$ cat config.mk
export PLATFORM = sky130hd
export DESIGN_NAME = rv32_instr_encoder
export DESIGN_NICKNAME = d
export VERILOG_FILES = /design/src/rtl/rv32_instr_encoder.sv
export SDC_FILE = /design/constraint.sdc
export NUM_CORES = 1
export LEC_CHECK = 0
export BUFFER_PORTS_ARGS = -buffer_cell sky130_fd_sc_hd__buf_4
export CAP_MARGIN = 20
export CORE_MARGIN = 1.5
export CORE_UTILIZATION = 35
export CTS_CLUSTER_DIAMETER = 100
export DETAILED_ROUTE_END_ITERATION = 12
export PLACE_DENSITY_LB_ADDON = 0.15
export SYNTH_ARGS = -nofsm -noshare
export SYNTH_HDL_FRONTEND = slang
export SYNTH_SLANG_ARGS = --single-unit
$ cat constraint.sdc
create_clock -name clk_i -period 3.1 [get_ports clk_i]
set_clock_uncertainty 0.05 [all_clocks]
set_input_delay 0.155 -clock clk_i [delete_from_list [all_inputs] [get_ports clk_i]]
set_output_delay 0.155 -clock clk_i [all_outputs]
set_load 0.1 [all_outputs]
$ cat src/rtl/rv32_instr_encoder.sv
// rtl/rv32_instr_encoder.sv - RV32I instruction encoder feeding a write FIFO into instruction memory.
// Optional immediate range checking: define RV32_INSTR_ENCODER_RANGE_CHECK_EN.
module rv32_instr_encoder #(
  parameter int FIFO_DEPTH = 4,
  parameter int ADDR_WIDTH = 10,
  parameter int BASE_ADDR  = 0
) (
  input  logic                  clk_i,
  input  logic                  rst_ni,
  input  logic                  flush_i,
  input  logic                  req_valid_i,
  output logic                  req_ready_o,
  input  logic [2:0]            req_kind_i,
  input  logic [2:0]            req_funct3_i,
  input  logic                  req_funct7b5_i,
  input  logic [4:0]            req_rd_i,
  input  logic [4:0]            req_rs1_i,
  input  logic [4:0]            req_rs2_i,
  input  logic [31:0]           req_imm_i,
  output logic                  imem_we_o,
  input  logic                  imem_ready_i,
  output logic [ADDR_WIDTH-1:0] imem_addr_o,
  output logic [31:0]           imem_wdata_o,
  output logic [ADDR_WIDTH:0]   count_o,
  output logic                  err_o
);

  localparam int PW = $clog2(FIFO_DEPTH);
  localparam logic [ADDR_WIDTH-1:0] BASE = ADDR_WIDTH'(BASE_ADDR);
  localparam logic [PW:0] DEPTH_OCC = (PW+1)'(FIFO_DEPTH);

  localparam logic [2:0] K_LW   = 3'd0;
  localparam logic [2:0] K_SW   = 3'd1;
  localparam logic [2:0] K_R    = 3'd2;
  localparam logic [2:0] K_BEQ  = 3'd3;
  localparam logic [2:0] K_IALU = 3'd4;
  localparam logic [2:0] K_JAL  = 3'd5;

  logic [31:0]   mem [FIFO_DEPTH];
  logic [PW-1:0] wr_ptr, rd_ptr;
  logic [PW:0]   occ;
  logic          fifo_full, fifo_empty;

  logic [31:0] enc_word;
  logic        kind_legal;
  logic        imm_ok;
  logic        is_shift;
  logic        accept, push, pop, err_set;

  assign is_shift = (req_funct3_i == 3'b001) || (req_funct3_i == 3'b101);

  always_comb begin
    enc_word   = '0;
    kind_legal = 1'b1;
    case (req_kind_i)
      K_LW:   enc_word = {req_imm_i[11:0], req_rs1_i, 3'b010, req_rd_i, 7'b0000011};
      K_SW:   enc_word = {req_imm_i[11:5], req_rs2_i, req_rs1_i, 3'b010,
                          req_imm_i[4:0], 7'b0100011};
      K_R:    enc_word = {1'b0, req_funct7b5_i, 5'b00000, req_rs2_i, req_rs1_i,
                          req_funct3_i, req_rd_i, 7'b0110011};
      K_BEQ:  enc_word = {req_imm_i[12], req_imm_i[10:5], req_rs2_i, req_rs1_i, 3'b000,
                          req_imm_i[4:1], req_imm_i[11], 7'b1100011};
      K_IALU: begin
        if (is_shift)
          enc_word = {1'b0, req_funct7b5_i, 5'b00000, req_imm_i[4:0], req_rs1_i,
                      req_funct3_i, req_rd_i, 7'b0010011};
        else
          enc_word = {req_imm_i[11:0], req_rs1_i, req_funct3_i, req_rd_i, 7'b0010011};
      end
      K_JAL:  enc_word = {req_imm_i[20], req_imm_i[10:1], req_imm_i[11], req_imm_i[19:12],
                          req_rd_i, 7'b1101111};
      default: kind_legal = 1'b0;
    endcase
  end

`ifdef RV32_INSTR_ENCODER_RANGE_CHECK_EN
  // A field fits when every bit above its sign bit matches the sign bit.
  logic fits12, fits13, fits21;
  assign fits12 = (&req_imm_i[31:11]) | ~(|req_imm_i[31:11]);
  assign fits13 = (&req_imm_i[31:12]) | ~(|req_imm_i[31:12]);
  assign fits21 = (&req_imm_i[31:20]) | ~(|req_imm_i[31:20]);

  always_comb begin
    imm_ok = 1'b1;
    case (req_kind_i)
      K_LW, K_SW: imm_ok = fits12;
      K_BEQ:      imm_ok = fits13 & ~req_imm_i[0];
      K_IALU:     imm_ok = is_shift ? ~(|req_imm_i[31:5]) : fits12;
      K_JAL:      imm_ok = fits21 & ~req_imm_i[0];
      default:    imm_ok = 1'b1;
    endcase
  end
`else
  logic unused_imm_bits;
  assign unused_imm_bits = ^req_imm_i[31:21];
  assign imm_ok = 1'b1;
`endif

  assign fifo_full   = (occ == DEPTH_OCC);
  assign fifo_empty  = (occ == '0);
  assign req_ready_o = ~fifo_full;
  assign imem_we_o   = ~fifo_empty;
  assign imem_wdata_o = fifo_empty ? 32'd0 : mem[rd_ptr];

  // Flush overrides any same-cycle accept or transfer.
  assign accept  = req_valid_i & req_ready_o;
  assign push    = accept & kind_legal & imm_ok & ~flush_i;
  assign pop     = imem_we_o & imem_ready_i & ~flush_i;
  assign err_set = accept & ~(kind_legal & imm_ok) & ~flush_i;

  always_ff @(posedge clk_i) begin
    if (push)
      mem[wr_ptr] <= enc_word;
  end

  always_ff @(posedge clk_i or negedge rst_ni) begin
    if (!rst_ni) begin
      wr_ptr      <= '0;
      rd_ptr      <= '0;
      occ         <= '0;
      imem_addr_o <= BASE;
      count_o     <= '0;
      err_o       <= 1'b0;
    end else if (flush_i) begin
      wr_ptr      <= '0;
      rd_ptr      <= '0;
      occ         <= '0;
      imem_addr_o <= BASE;
      count_o     <= '0;
      err_o       <= 1'b0;
    end else begin
      if (push)
        wr_ptr <= wr_ptr + 1'b1;
      if (pop) begin
        rd_ptr      <= rd_ptr + 1'b1;
        imem_addr_o <= imem_addr_o + 1'b1;
        if (count_o != '1)
          count_o <= count_o + 1'b1;
      end
      if (push && !pop)
        occ <= occ + 1'b1;
      else if (pop && !push)
        occ <= occ - 1'b1;
      if (err_set)
        err_o <= 1'b1;
    end
  end

endmodule

## Yosys cells after proc, flatten, opt, wreduce, memory -nomap -nowiden

Memories as Yosys holds them, arrays and structs flattened.
Index checks and enable logic that the tools add are counted.

- Add/subtract/negate cells: 6
- Mux-type cells: 20
- Reductions and logical operators: 14
- Bitwise logic cells: 11
- Equality and inequality tests: 9

Operators by type and width:

| cell | number |
|---|---|
| $pmux W32 S6 | 1 |
| $mux W32 | 2 |
| $mux W11 | 3 |
| $mux W10 | 2 |
| $eq A3 B3 Y1 const B | 4 |
| $add A11 B1 Y11 const B | 1 |
| $ne A11 B11 Y1 const B | 1 |
| $add A10 B1 Y10 const B | 1 |
| $mux W3 | 3 |
| $mux W2 | 4 |
| $reduce_bool A2 Y1 | 4 |
| $and A1 B1 Y1 | 7 |
| $eq A3 B1 Y1 const B | 2 |
| $eq A3 B2 Y1 const B | 2 |
| $logic_not A3 Y1 | 2 |
| $reduce_or A6 Y1 | 1 |
| $mux W1 | 5 |
| $add A2 B1 Y2 const B | 2 |
| $not A1 Y1 | 4 |
| $add A3 B1 Y3 const B | 1 |
| $reduce_bool A3 Y1 | 1 |
| $sub A3 B1 Y3 const B | 1 |
| $logic_and A1 B1 Y1 | 2 |
| $logic_not A1 Y1 | 2 |
| 2 further kinds | 2 |

- Register bits after elaboration: 29
- Memories: 1
- Memory bits (writable): 128

Memory list:

| name | words | bits a word | rd ports | clocked after memory_dff | write ports | RTL line | text |
|---|---|---|---|---|---|---|---|
| mem | 4 | 32 | 1 | 0 | 1 | 39 | `logic [31:0] mem [FIFO_DEPTH];` |

## Longest topological paths before layout

- Depth in word-level cells: 10
- Gate-level depth with buffers: 8
- Depth with buffers taken out: 7

## Worst setup path before layout

Ideal clock, no wire load.

- Path kind: register -> output
- From: register rd_ptr[0]
- To: output port imem_wdata_o[3]
- Cell stages (with the launch flop): 6
- Slack: -0.073 ns
- Arrival time: 2.968 ns
- Path buffers: 3
- Cell sequence: dfrtp_1 > clkbuf_1 > buf_2 > mux4_2 > nor2b_1 > buf_4

- Longest elaborated chain between the ends: 2

RTL lines:

| what | RTL line | text |
|---|---|---|
| start: declaration | 40 | `logic [PW-1:0] wr_ptr, rd_ptr;` |
| start signal: assignment | 135 | `rd_ptr <= rd_ptr + 1'b1;` |
| $mem_v2 Z4 W32 | n/a |  |
| $mux W32 | 103 | `assign imem_wdata_o = fifo_empty ? 32'd0 : mem[rd_ptr];` |
| end: declaration | 23 | `output logic [31:0] imem_wdata_o,` |

Every way passes these cells.

## Worst setup path after layout

- From: register rd_ptr[0]
- To: output port imem_wdata_o[1]

The elaborated chain is that of the path after synthesis.

==> metrics.csv <==
metric;value;unit
num_vias;4114;
synth.largest_area_cell;edfxtp_1;
cts_num_sinks;149;
crit_required;2890;ps
synth_top_area_share;54.3;%
end_kind;output pin;
ys_ff_latch;149;
die_area;19800;um^2
cts_buffer_depth;2;
syn_inst;445;
max-cap-violations;0;
wl_met3;429;um
power.leakage;3.10;nW
rsz0062_at_grt;false;
setup_slack;507;ps
power.total;8.17;mW
wl_met1;6.72;mm
wl_met2;7.95;mm
hold_violations;0;
setup_violations;0;
clk_pin_slew;60;ps
fillers;1704;
arrival;2390;ps
slew_viol_final;0;
grt_pass1_wl;24.0;mm
die_width;141;um
power.switching;3.66;mW
die_height;141;um
fin_cells;805;
clkLatencyLatePin;420;ps
worstSetupStartpointType;flop;
rows;50;
grt-ovfl-total;0;
viasPerCell;5.11;
cts_inserted_buffers;17;
yosys_warnings;0;
final.setup.tns;0;ps
hold_class;in -> reg;
wirelength;15.4;mm
area_growth;26.1;%
synth_edf_count;120;
pin_count;115;
antenna_cells;0;
antenna_found_initial;0;
synthTopCellsByArea;edfxtp_1 (54%), dfrtp_1 (11%), mux4_2 (10%), nor2b_1 (3.7%), nor2_1 (1.9%);
async_reset_ff_share;19.5;%
dp_hpwl;10.3;mm
period_minus_slack;2590;ps
cts_root_buf;clkbuf_16;
internal_power;4.51;mW
status;complete, no violations;
start_util;35.6;%
utilization;44.9;%
power.density;977;nW/um^2
synthTopCellsByCount;edfxtp_1 (120), nor2b_1 (39), nor2_1 (34), mux4_2 (30), dfrtp_1 (29);
first_global_vias;4190;
maxClockFrequency;386;MHz
grtUsageTotal;16.3;%
drt_iter0_drc;217;
vdd_ir_drop_max;0.000695;V
drtAntennaViolNets;0;
worst_pin_slew;667;ps
drt_pass1_iterations;4;
gp_congestion;0.811;
regToRegSetupSlack;650;ps
ys_types;52;
cts_resized;0;
worstPathMaxFanout;13;
path_class;reg -> out;
crit_chain;buf_4 -> mux4_2 -> nor2b_1 -> buf_4;
cts_tree;yes;
synth-seq-area-share;65.2;%
drive_gt1_share;33.1;%
cpMostUsedCell;buf_4;
yosysMostFrequentCell;edfxtp_1;
grt_max_degree;38;
drc;0;
avgRoutedWirePerCell;19.2;um
core;18600;um^2
place_ws;694;ps
combPwrFrac;44.1;%
cts_max_level;4;
netlist_area;6640;um^2
swShare;44.8;%
topRoutingLayerUsed;met4;
syn_area_per_cell;14.9;um^2
portBuffers;103;
dp.cells;771;
maxSlewHeadroom;55.2;%
syn-num-nets;511;
power_frac_clock;26.3;%
synth_ff_type;edfxtp_1;
critPathSlowestCell;dfrtp_2;
finalCritPeriodShare;83.7;%
seqPwrFrac;29.5;%
layout.nets;624;
slowest_delay;590;ps
## worst paths after layout
kind / startpoint / endpoint / cells after the start
max in group asynchronous: rst_ni / rd_ptr[0] / 2
worst max register to register: occ[2] / occ[2] / 6
min in group asynchronous: rst_ni / count_o[0] / 2
worst max-delay path: rd_ptr[0] / imem_wdata_o[1] / 4
worst min register to register: err_o / err_o / 2
worst min-delay path: req_imm_i[8] / mem[1][28] / 2
## power by group through the flow
stage	logic, mW	registers [mW]	clock network (mW)
2_1_floorplan	2.78	2.52	0
3_3_place_gp	3.62	2.45	0
3_5_place_dp	3.64	2.46	0
4_1_cts	3.65	2.42	2.21
5_1_grt	3.77	2.43	2.27
6_report	3.61	2.41	2.15
## state kept, by name (all words and copies together) (netlist names)
signal       count
count_o         11
imem_addr_o     10
rd_ptr           2
wr_ptr           2
mem            120
err_o            1
occ              3
## worst max-delay path: cells and delay by family, from the launching register on
family                 cells  cell delay, ps
muxes                      1             550
buffers and inverters      2             640
and+or+nand+nor            1             180
DFF                        1             590
## through the flow
step / area (um^2) / hold WS, ps
floorplan: 6640 / -191
global placement: 7730 / 54.8
detailed placement: 7730 / 58.6
CTS: 8370 / 30.8
global route: 8370 / 47.0
finish: 8370 / 43.5
## cells by family (layout without fill, tap and decap cells)
kind of cell	count (synthesis)	count (layout)	share of synthesized area, %
buffers and inverters	39	165	2.39
adders and majority gates	7	7	1.43
muxes	42	42	12.1
DFF	149	149	65.2
and+or+nand+nor	141	141	11.6
AOI/OAI and AO/OA	56	56	5.82
xor gates and xnor gates	11	11	1.45
## metal layers
layer	vias up	GRT usage [%]
met1	2111	20.4
met4	0	6.63
met5	-	0
met2	70	27.9
li1	1908	-
met3	25	3.33
## layout make-up
| type | instances | area, um^2 | area share, % |
|---|---|---|---|
| multi-input cells | 257 | 2160 | 25.8 |
| clock inverters | 15 | 194 | 2.32 |
| well taps | 234 | 293 | 3.50 |
| clock buffers | 17 | 425 | 5.08 |
| inverters | 13 | 48.8 | 0.583 |
| flip-flops and latches | 149 | 4330 | 51.8 |
| repair buffers | 120 | 918 | 11.0 |
## placed cells by master (no fill, tap or decap), drive strengths merged, types with 2 or more instances in the layout
cell,netlist,layout
nand2,19,19
bufinv,0,3
inv,13,20
and2,11,11
nor3,6,6
dfrtp,29,29
buf,9,118
o22ai,6,6
nor2b,39,39
mux2,4,4
xnor2,7,7
a31oi,4,4
nand4,6,6
dlygate4sd3,0,2
nand3,5,5
o31ai,2,2
nand2b,3,3
o21ai,14,14
ha,6,6
or3,5,5
nor2,34,34
edfxtp,120,120
a21oi,9,9
xor2,4,4
nor4,5,5
mux2i,8,8
clkinv,0,4
a2bb2oi,5,5
mux4,30,30
clkbuf,17,17
nand3b,2,2
a22o,7,7
## repair_timing
action / in CTS / in global routing
hold buffers: 2 / 0
buffers inserted: 0 / 0
endpoints found under the hold margin: 30 / 0
Note: power is estimated with default switching activity, not from simulation.
